`config.mk`:
```
export PLATFORM = sky130hd
export DESIGN_NAME = ber_sync
export DESIGN_NICKNAME = d
export VERILOG_FILES = /design/src/rtl/ber_sync.sv
export SDC_FILE = /design/constraint.sdc
export NUM_CORES = 1
export LEC_CHECK = 0
export CAP_MARGIN = 20
export CORE_MARGIN = 4
export CORE_UTILIZATION = 35
export CTS_CLUSTER_SIZE = 10
export DETAILED_ROUTE_END_ITERATION = 10
export PLACE_DENSITY_LB_ADDON = 0.25
export SYNTH_ARGS = -nofsm -noshare
export SYNTH_HDL_FRONTEND = slang
export SYNTH_SLANG_ARGS = --single-unit
export TNS_END_PERCENT = 50
```
`constraint.sdc`:
```
create_clock -name clock -period 6.55 [get_ports clock]
set_clock_uncertainty 0.2 [all_clocks]
set_input_delay 0.9825 -clock clock [delete_from_list [all_inputs] [get_ports clock]]
set_output_delay 0.9825 -clock clock [all_outputs]
set_load 0.01 [all_outputs]
```
`src/rtl/ber_sync.sv`:
```
// Self-aligning BER checker: searches the reference-to-receive latency over DEPTH
// candidate delays, then counts bits and errors while the alignment holds.
module ber_sync #(
   parameter  int NB_COUNT = 64,
   parameter  int DEPTH    = 512,
   parameter  int WINDOW   = 1024,
   parameter  int THRESH   = 0,
   localparam int NB_DELAY = $clog2(DEPTH)
) (
   input  logic                clock,
   input  logic                reset,
   input  logic                i_enable,
   input  logic                i_valid,
   input  logic                i_rx,
   input  logic                i_ref,
   output logic                o_lock,
   output logic [NB_DELAY-1:0] o_delay,
   output logic [NB_COUNT-1:0] o_bits,
   output logic [NB_COUNT-1:0] o_errors
);

   localparam int NB_WCNT   = $clog2(WINDOW);
   localparam int NB_WERR   = $clog2(WINDOW + 1);
   localparam int THR_CLAMP = (THRESH > WINDOW) ? WINDOW : THRESH;

   localparam logic [NB_WCNT-1:0]  WCNT_LAST  = NB_WCNT'(WINDOW - 1);
   localparam logic [NB_WERR-1:0]  WERR_MAX   = NB_WERR'(WINDOW);
   localparam logic [NB_WERR:0]    THR_L      = (NB_WERR + 1)'(THR_CLAMP);
   localparam logic [NB_DELAY-1:0] DELAY_LAST = NB_DELAY'(DEPTH - 1);

   typedef enum logic [1:0] {ST_IDLE, ST_SEARCH, ST_LOCK} state_t;

   function automatic logic [NB_COUNT-1:0] sat_count(input logic [NB_COUNT-1:0] v,
                                                    input logic inc);
      if (inc && (v != {NB_COUNT{1'b1}})) return v + NB_COUNT'(1);
      return v;
   endfunction

   function automatic logic [NB_WERR-1:0] sat_werr(input logic [NB_WERR-1:0] v,
                                                   input logic inc);
      if (inc && (v != WERR_MAX)) return v + NB_WERR'(1);
      return v;
   endfunction

   state_t              r_state;
   state_t              w_state_n;
   logic [DEPTH-2:0]    r_hist;
   logic [DEPTH-1:0]    w_taps;
   logic [NB_WCNT-1:0]  r_win_cnt;
   logic [NB_WERR-1:0]  r_win_err;
   logic [NB_WERR:0]    w_err_tot;
   logic [NB_DELAY-1:0] r_delay;
   logic [NB_DELAY-1:0] w_delay_n;
   logic                r_lock;
   logic                w_lock_n;
   logic [NB_COUNT-1:0] r_bits;
   logic [NB_COUNT-1:0] r_errors;
   logic                w_mis;
   logic                w_last;
   logic                w_pass;
   logic                w_win_clr;
   logic                w_win_inc;
   logic                w_start;
   logic                w_acc;

   // Tap 0 is the live reference bit, tap k the reference k strobes ago.
   assign w_taps    = {r_hist, i_ref};
   assign w_mis     = i_rx ^ w_taps[r_delay];
   assign w_last    = i_valid && (r_win_cnt == WCNT_LAST);
   assign w_err_tot = {1'b0, r_win_err} + {{NB_WERR{1'b0}}, w_mis};
   assign w_pass    = (w_err_tot <= THR_L);

   always_ff @(posedge clock) begin
      if (reset)
         r_hist <= '0;
      else if (i_valid)
         r_hist <= w_taps[DEPTH-2:0];
   end

   always_ff @(posedge clock) begin
      if (reset) begin
         r_state <= ST_IDLE;
         r_delay <= '0;
         r_lock  <= 1'b0;
      end else begin
         r_state <= w_state_n;
         r_delay <= w_delay_n;
         r_lock  <= w_lock_n;
      end
   end

   always_comb begin
      w_state_n = r_state;
      w_delay_n = r_delay;
      w_lock_n  = r_lock;
      w_win_clr = 1'b0;
      w_win_inc = 1'b0;
      w_start   = 1'b0;
      w_acc     = 1'b0;
      if (!i_enable) begin
         w_state_n = ST_IDLE;
         w_lock_n  = 1'b0;
         w_win_clr = 1'b1;
      end else begin
         case (r_state)
            ST_IDLE: begin
               w_state_n = ST_SEARCH;
               w_delay_n = '0;
               w_win_clr = 1'b1;
               w_start   = 1'b1;
            end
            ST_SEARCH: begin
               w_win_inc = i_valid;
               if (w_last) begin
                  w_win_clr = 1'b1;
                  if (w_pass) begin
                     w_state_n = ST_LOCK;
                     w_lock_n  = 1'b1;
                  end else begin
                     w_delay_n = (r_delay == DELAY_LAST) ? '0 : r_delay + NB_DELAY'(1);
                  end
               end
            end
            ST_LOCK: begin
               w_win_inc = i_valid;
               w_acc     = i_valid;
               // The final strobe of a failing window is still counted.
               if (w_last) begin
                  w_win_clr = 1'b1;
                  if (!w_pass) begin
                     w_state_n = ST_SEARCH;
                     w_delay_n = '0;
                     w_lock_n  = 1'b0;
                  end
               end
            end
            default: begin
               w_state_n = ST_IDLE;
               w_lock_n  = 1'b0;
            end
         endcase
      end
   end

   always_ff @(posedge clock) begin
      if (reset || w_win_clr) begin
         r_win_cnt <= '0;
         r_win_err <= '0;
      end else if (w_win_inc) begin
         r_win_cnt <= r_win_cnt + NB_WCNT'(1);
         r_win_err <= sat_werr(r_win_err, w_mis);
      end
   end

   always_ff @(posedge clock) begin
      if (reset || w_start) begin
         r_bits   <= '0;
         r_errors <= '0;
      end else if (w_acc) begin
         r_bits   <= sat_count(r_bits, 1'b1);
         r_errors <= sat_count(r_errors, w_mis);
      end
   end

   assign o_lock   = r_lock;
   assign o_delay  = r_delay;
   assign o_bits   = r_bits;
   assign o_errors = r_errors;

endmodule

```
-- Word-level counts from Yosys, hierarchy flattened
Index checks and enable logic that the tools add are counted.
- logic and storage cells: 85
- bits of input ports: 6
- register bits after elaboration: 672
- output and inout port bits: 138
- order comparisons: 2
- multiplexer cells: 39
- bitwise logic cells: 3
- reduce and logical (&&, ||, !) cells: 15
- add/sub/neg operators: 6
- eq/ne operators: 12
- operators by type and width (kind ; number):
    $add A64 B1 Y64 const B ; 2
    $mux W64 ; 2
    $ne A64 B64 Y1 const B ; 2
    $mux W9 ; 5
    $pmux W9 S3 ; 1
    $mux W1 ; 22
    $add A11 B1 Y12 ; 1
    $le A12 B1 Y1 const B ; 1
    $add A11 B1 Y11 const B ; 1
    $mux W11 ; 1
    $ne A11 B11 Y1 const B ; 1
    $add A10 B1 Y10 const B ; 1
    $eq A10 B10 Y1 const B ; 1
    $lt A9 B10 Y1 const B ; 1
    $ne A2 B2 Y1 const B ; 5
    $add A9 B1 Y9 const B ; 1
    $bmux W1 S9 ; 1
    $eq A9 B9 Y1 const B ; 1
    $mux W2 ; 4
    $pmux W2 S3 ; 1
    $reduce_and A2 Y1 ; 3
    $reduce_and A6 Y1 ; 1
    $reduce_and A5 Y1 ; 1
    $reduce_and A4 Y1 ; 1
    other kinds (11) ; 16

-- Depth between registers and ports, before layout
Gate-level depths: netlist (run 1).
- word-level depth: 8
- gate-level depth with buffers: 25
- depth with buffers taken out: 21

-- Worst setup path before layout (run 1)
OpenSTA, ideal clock, no wires.
- path kind: register -> register
- start: reg r_delay[0] (netlist: o_delay[0])
- end: reg r_delay[7] (netlist: o_delay[7])
- clock period less this slack: 4.876 ns
- required time: 6.232 ns
- path buffers: 4
- arrival time: 4.559 ns
- cell stages (with the launch flop): 24
- slack: 1.674 ns
- library setup time: 0.118 ns
- cells stage by stage: dfxtp_1 buf_6 buf_12 buf_4 mux4_2 a22oi_1 o211ai_1 nor4_2 nand3b_4 nand3_1 nand2b_1 inv_1 ha_1 ha_1 and3_1 a31oi_1 o21ai_0 a41oi_1 o21ai_0 a21boi_1 clkbuf_1 nand3_1 xnor2_1 nor2_1
- cells in the longest elaborated chain, start to end: 7
- elaborated cells on any way between the ends: 14
- those cells by class: add/sub (2); order compare (1); eq/ne (3); mux (6); bitwise (1); reduce/logical (1)
- RTL lines (element ; RTL line ; RTL):
    from (decl) ; 52 ; logic [NB_DELAY-1:0] r_delay;
    from (signal assigned) ; 87 ; r_delay <= w_delay_n;
    $bmux W1 S9 ; 68 ; assign w_mis = i_rx ^ w_taps[r_delay];
    $mux W1 (implied by the code) ; 68 ;
    $xor A1 B1 Y1 ; 68 ;
    $add A11 B1 Y12 ; 70 ; assign w_err_tot = {1'b0, r_win_err} + {{NB_WERR{1'b0}}, w_mis};
    $le A12 B1 Y1 ; 71 ; assign w_pass = (w_err_tot <= THR_L);
    $ne A2 B2 Y1 (no source line) ; - ;
    $reduce_and A6 Y1 (no source line) ; - ;
Several ways; a longest one is shown, not always the timed one. The select of a mux whose other input is x is not followed.
A chain may end at the register's enable or synchronous reset.

-- Worst setup path in the final report (run 1)
- start: reg r_delay[0] (netlist: o_delay[0])
- end: reg r_delay[4] (netlist: o_delay[4])
Same word-level chain as after synthesis.

==> results of run 1 <==
-- state kept, by name (all words and copies together) (netlist names) --
register / count
r_win_cnt: 10
o_lock: 1
r_state: 2
o_delay: 9
o_bits: 64
r_hist: 511
r_win_err: 11
o_errors: 64
-- layer usage --
metal | share of wire [%] | routed length (um) | up-vias | GRT usage, %
met2 | 44 | 31100 | 354 | 23.4
met5 | 0 | 0 | - | 0
met1 | 49 | 34600 | 10500 | 21.7
li1 | - | - | 10700 | -
met4 | 1.7 | 1170 | 0 | 3.26
met3 | 4.6 | 3190 | 86 | 2.86
-- cell usage in the layout (no fill, tap or decap), drive strengths merged, types with 14 or more instances in the layout --
| cell | count |
|---|---|
| mux2i | 550 |
| xor2 | 43 |
| a31oi | 31 |
| nor3 | 27 |
| dfxtp | 672 |
| and2 | 15 |
| clkdlybuf4s50 | 141 |
| a41o | 23 |
| o21ai | 19 |
| inv | 31 |
| or3 | 20 |
| and4 | 18 |
| nand3 | 76 |
| a21oi | 50 |
| nor2b | 14 |
| nand2 | 132 |
| mux4 | 127 |
| nand2b | 34 |
| a22oi | 21 |
| o211ai | 16 |
| nor2 | 664 |
| buf | 36 |
| nand4 | 36 |
| clkbuf | 105 |
| and3 | 30 |
| xnor2 | 30 |
-- power by group through the flow --
stage	Clock, mW	Sequential (mW)	Combinational, mW
2_1_floorplan	0	4.18	0.323
3_3_place_gp	0	4.19	0.381
3_5_place_dp	0	4.19	0.380
4_1_cts	4.13	4.11	0.380
5_1_grt	4.29	4.11	0.405
6_report	4.00	4.11	0.375
-- area by class of cell --
class / instances / area (um2)
clock buffers: 105 / 2160
clock inverters: 9 / 119
multi-input cells: 2094 / 15800
inverters: 27 / 101
flip-flops and latches: 672 / 13500
repair buffers: 177 / 1800
well taps: 1144 / 1430
fillers: 8472 / 50600
-- worst paths after layout --
kind | startpoint | to | slack, ns | cells after the start
max | o_delay[0] | o_delay[4] | 0.65 | 21
min | o_errors[45] | o_errors[45] | 0.29 | 2
max reg2reg | o_delay[0] | o_delay[4] | 0.65 | 21
min reg2reg | o_errors[45] | o_errors[45] | 0.29 | 2
-- cell usage after synthesis (18+ instances only) --
master	instances	area share [%]
dfxtp_1	672	44
nor2_1	664	8.2
mux2i_1	550	18
nand2_1	132	1.6
mux4_2	124	9.2
clkbuf_1	116	1.4
nand3_1	74	1.2
buf_1	53	0.66
a21oi_1	49	0.81
xor2_1	43	1.2
nand4_1	35	0.72
nand2b_1	34	0.70
a31oi_1	31	0.64
and3_1	30	0.62
xnor2_1	30	0.87
inv_1	27	0.34
nor3_1	27	0.45
a41o_1	23	0.76
buf_2	22	0.36
a22oi_1	21	0.52
or3_1	20	0.41
and4_1	18	0.52
o21ai_0	18	0.30
-- kinds of logic after synthesis --
group | after synthesis | share of synthesized area [%]
buffers and inverters | 237 | 3.44
and+or+nand+nor | 1111 | 16.4
xor gates and xnor gates | 73 | 2.11
muxes | 682 | 27.9
adders and majority gates | 13 | 0.538
AOI/OAI and AO/OA | 215 | 5.08
DFF | 672 | 44.5
-- worst max-delay path, delay by kind of cell (launching register included) --
kind                       cells  cell delay (ns)
buffers and inverters          2             0.41
DFF                            1             0.73
adders and majority gates      2             0.48
AOI/OAI and AO/OA              8             1.57
and+or+nand+nor                8             1.88
muxes                          1             0.53
==> results by group, run 1 <==
Final layout
  – Area delta synth->final: 15.2%
  – N_diodes: 0
  – Share of layout cells above drive strength 1: 9.60%
  – Final nets: 3,071
  – Fin area: 0.0348 mm2
  – Fin cells: 4,228
  – Final design utilization: 40.8%

Clocking
  – CTS tree: yes
  – Clk buf depth: 3
  – CTS hold repair buffers: 0
  – Number of clock sinks: 672
  – Total CTS buffers: 80
  – Worst-Skew Late Latency: 0.63 ns
  – Clk slew on worst S/H paths: 0.06 ns
  – CTS Root Cell: clkbuf_16
  – CTS-repair resized insts: 0
  – CTS H-tree depth: 3
  – Post-CTS Setup Inserts: 0

Setup path
  – Worst-path maximum fanout: 29
  – Critical Path AT: 6.24 ns
  – CP Class: reg -> reg
  – Critical path startpoint category: flop
  – WP data required: 6.89 ns
  – Crit-path max cell delay: 0.73 ns
  – Crit path max-delay cell type: dfxtp_4
  – Critical Path, Cell by Cell: buf_12 -> mux4_2 -> a22oi_1 -> o211ai_1 -> nor4_1 -> nor2_1 -> nand3_2 -> nand3_1 -> nand2b_1 -> inv_1 -> ha_1 -> ha_1 -> and3_1 -> a31oi_1 -> o21ai_0 -> a41oi_1 -> o21ai_0 -> a21boi_1 -> nand3b_1 -> or3b_1 -> a21oi_1
  – Setup crit end kind: flop

Job
  – MaxCap Viol Count: 0

Yosys
  – Syn Std Cell Area: 0.0302 mm2
  – Synthesized Nets: 3,022
  – Post-Syn Area per Cell: 10.1 um2
  – Synth Flop Type: dfxtp_1
  – Post-synth cell types: 74
  – Ys async rst share: 0%
  – Synth Instances: 3,003
  – Number of synthesized register bits: 672
  – Yosys warnings: 0
  – Number of synthesized flops with an enable pin: 0
  – Post-synthesis sequential area ratio: 44.5%

GRT
  – Global-route wire length before repair: 113,000 um
  – Gr usage total: 15.0%
  – Pin count of the biggest net entering global routing: 191
  – Grt total ovfl: 0
  – Initial antenna violation count: 0
  – Vias in the first global route: 20,600

Place
  – Area after DPL: 0.0326 mm2
  – Pre-CTS setup slack: 0.476 ns
  – Buffers on Ports: 143
  – Placed Cells: 4,114
  – Placer congestion estimate: 0.759
  – Final HPWL DP: 44,700 um

STA
  – Slew @ Worst Pin: 1.17 ns
  – Final number of max-transition violations: 0
  – Period utilization: 90.0%
  – Slew HR: 21.8%
  – Final Hold Fails: 0
  – Fmax: 170 MHz
  – Worst setup margin: 0.653 ns
  – Hold Slack: 0.292 ns
  – Unrepaired setup endpoints after global routing: no
  – Final TNS setup: 0 ns
  – Tmin final: 5.90 ns
  – Final Setup Violations: 0

Power and ir drop
  – Total Power: 8.48 mW
  – Worst VDD drop: 0.190 mV
  – Comb power frac: 4.4%
  – Net switching power: 1.92 mW
  – Clk pwr share: 47.2%
  – Cell-internal power: 6.56 mW
  – LEAKAGE: 13.6 nW
  – Power Density: 244 mW/mm2
  – Sw Ratio: 22.7%
  – Flop pwr share: 48.4%

Routing
  – Number of nets with antenna violations after routing: 0
  – Initial DRC count: 1,186
  – Vias: 21,700
  – Residual DRC count: 0
  – Routed WL per cell: 16.6 um
  – Drt pass-1 iters: 5
  – Via/cell ratio: 5.14
  – Final WL: 70,100 um

Floorplanning
  – Die H: 302 um
  – Rows: 107
  – Initial core utilization: 35.4%
  – Core ar.: 0.0854 mm2
  – DIE WIDTH: 302 um
  – Full die area: 0.0912 mm2
  – Number of I/O pins: 144

Status
  – Status: finished, final reports clean

Min path
  – Hold Crit Class: reg -> reg
(Power assumes the default switching activity.)
==> inputs of run 2 (changes only) <==
--- a/config.mk
+++ b/config.mk
@@ -5,7 +5,7 @@
 export SDC_FILE = /design/constraint.sdc
 export NUM_CORES = 1
 export LEC_CHECK = 0
-export CAP_MARGIN = 20
+export CAP_MARGIN = 0
 export CORE_MARGIN = 4
 export CORE_UTILIZATION = 35
 export CTS_CLUSTER_SIZE = 10
==> results of run 2 <==
The final DEF is identical to that of run 1; final timing and power are the same.
==> inputs of run 3 (changes only) <==
--- a/config.mk
+++ b/config.mk
@@ -14,4 +14,3 @@
 export SYNTH_ARGS = -nofsm -noshare
 export SYNTH_HDL_FRONTEND = slang
 export SYNTH_SLANG_ARGS = --single-unit
-export TNS_END_PERCENT = 50
==> results of run 3 <==
The final DEF is identical to that of run 1; final timing and power are the same.
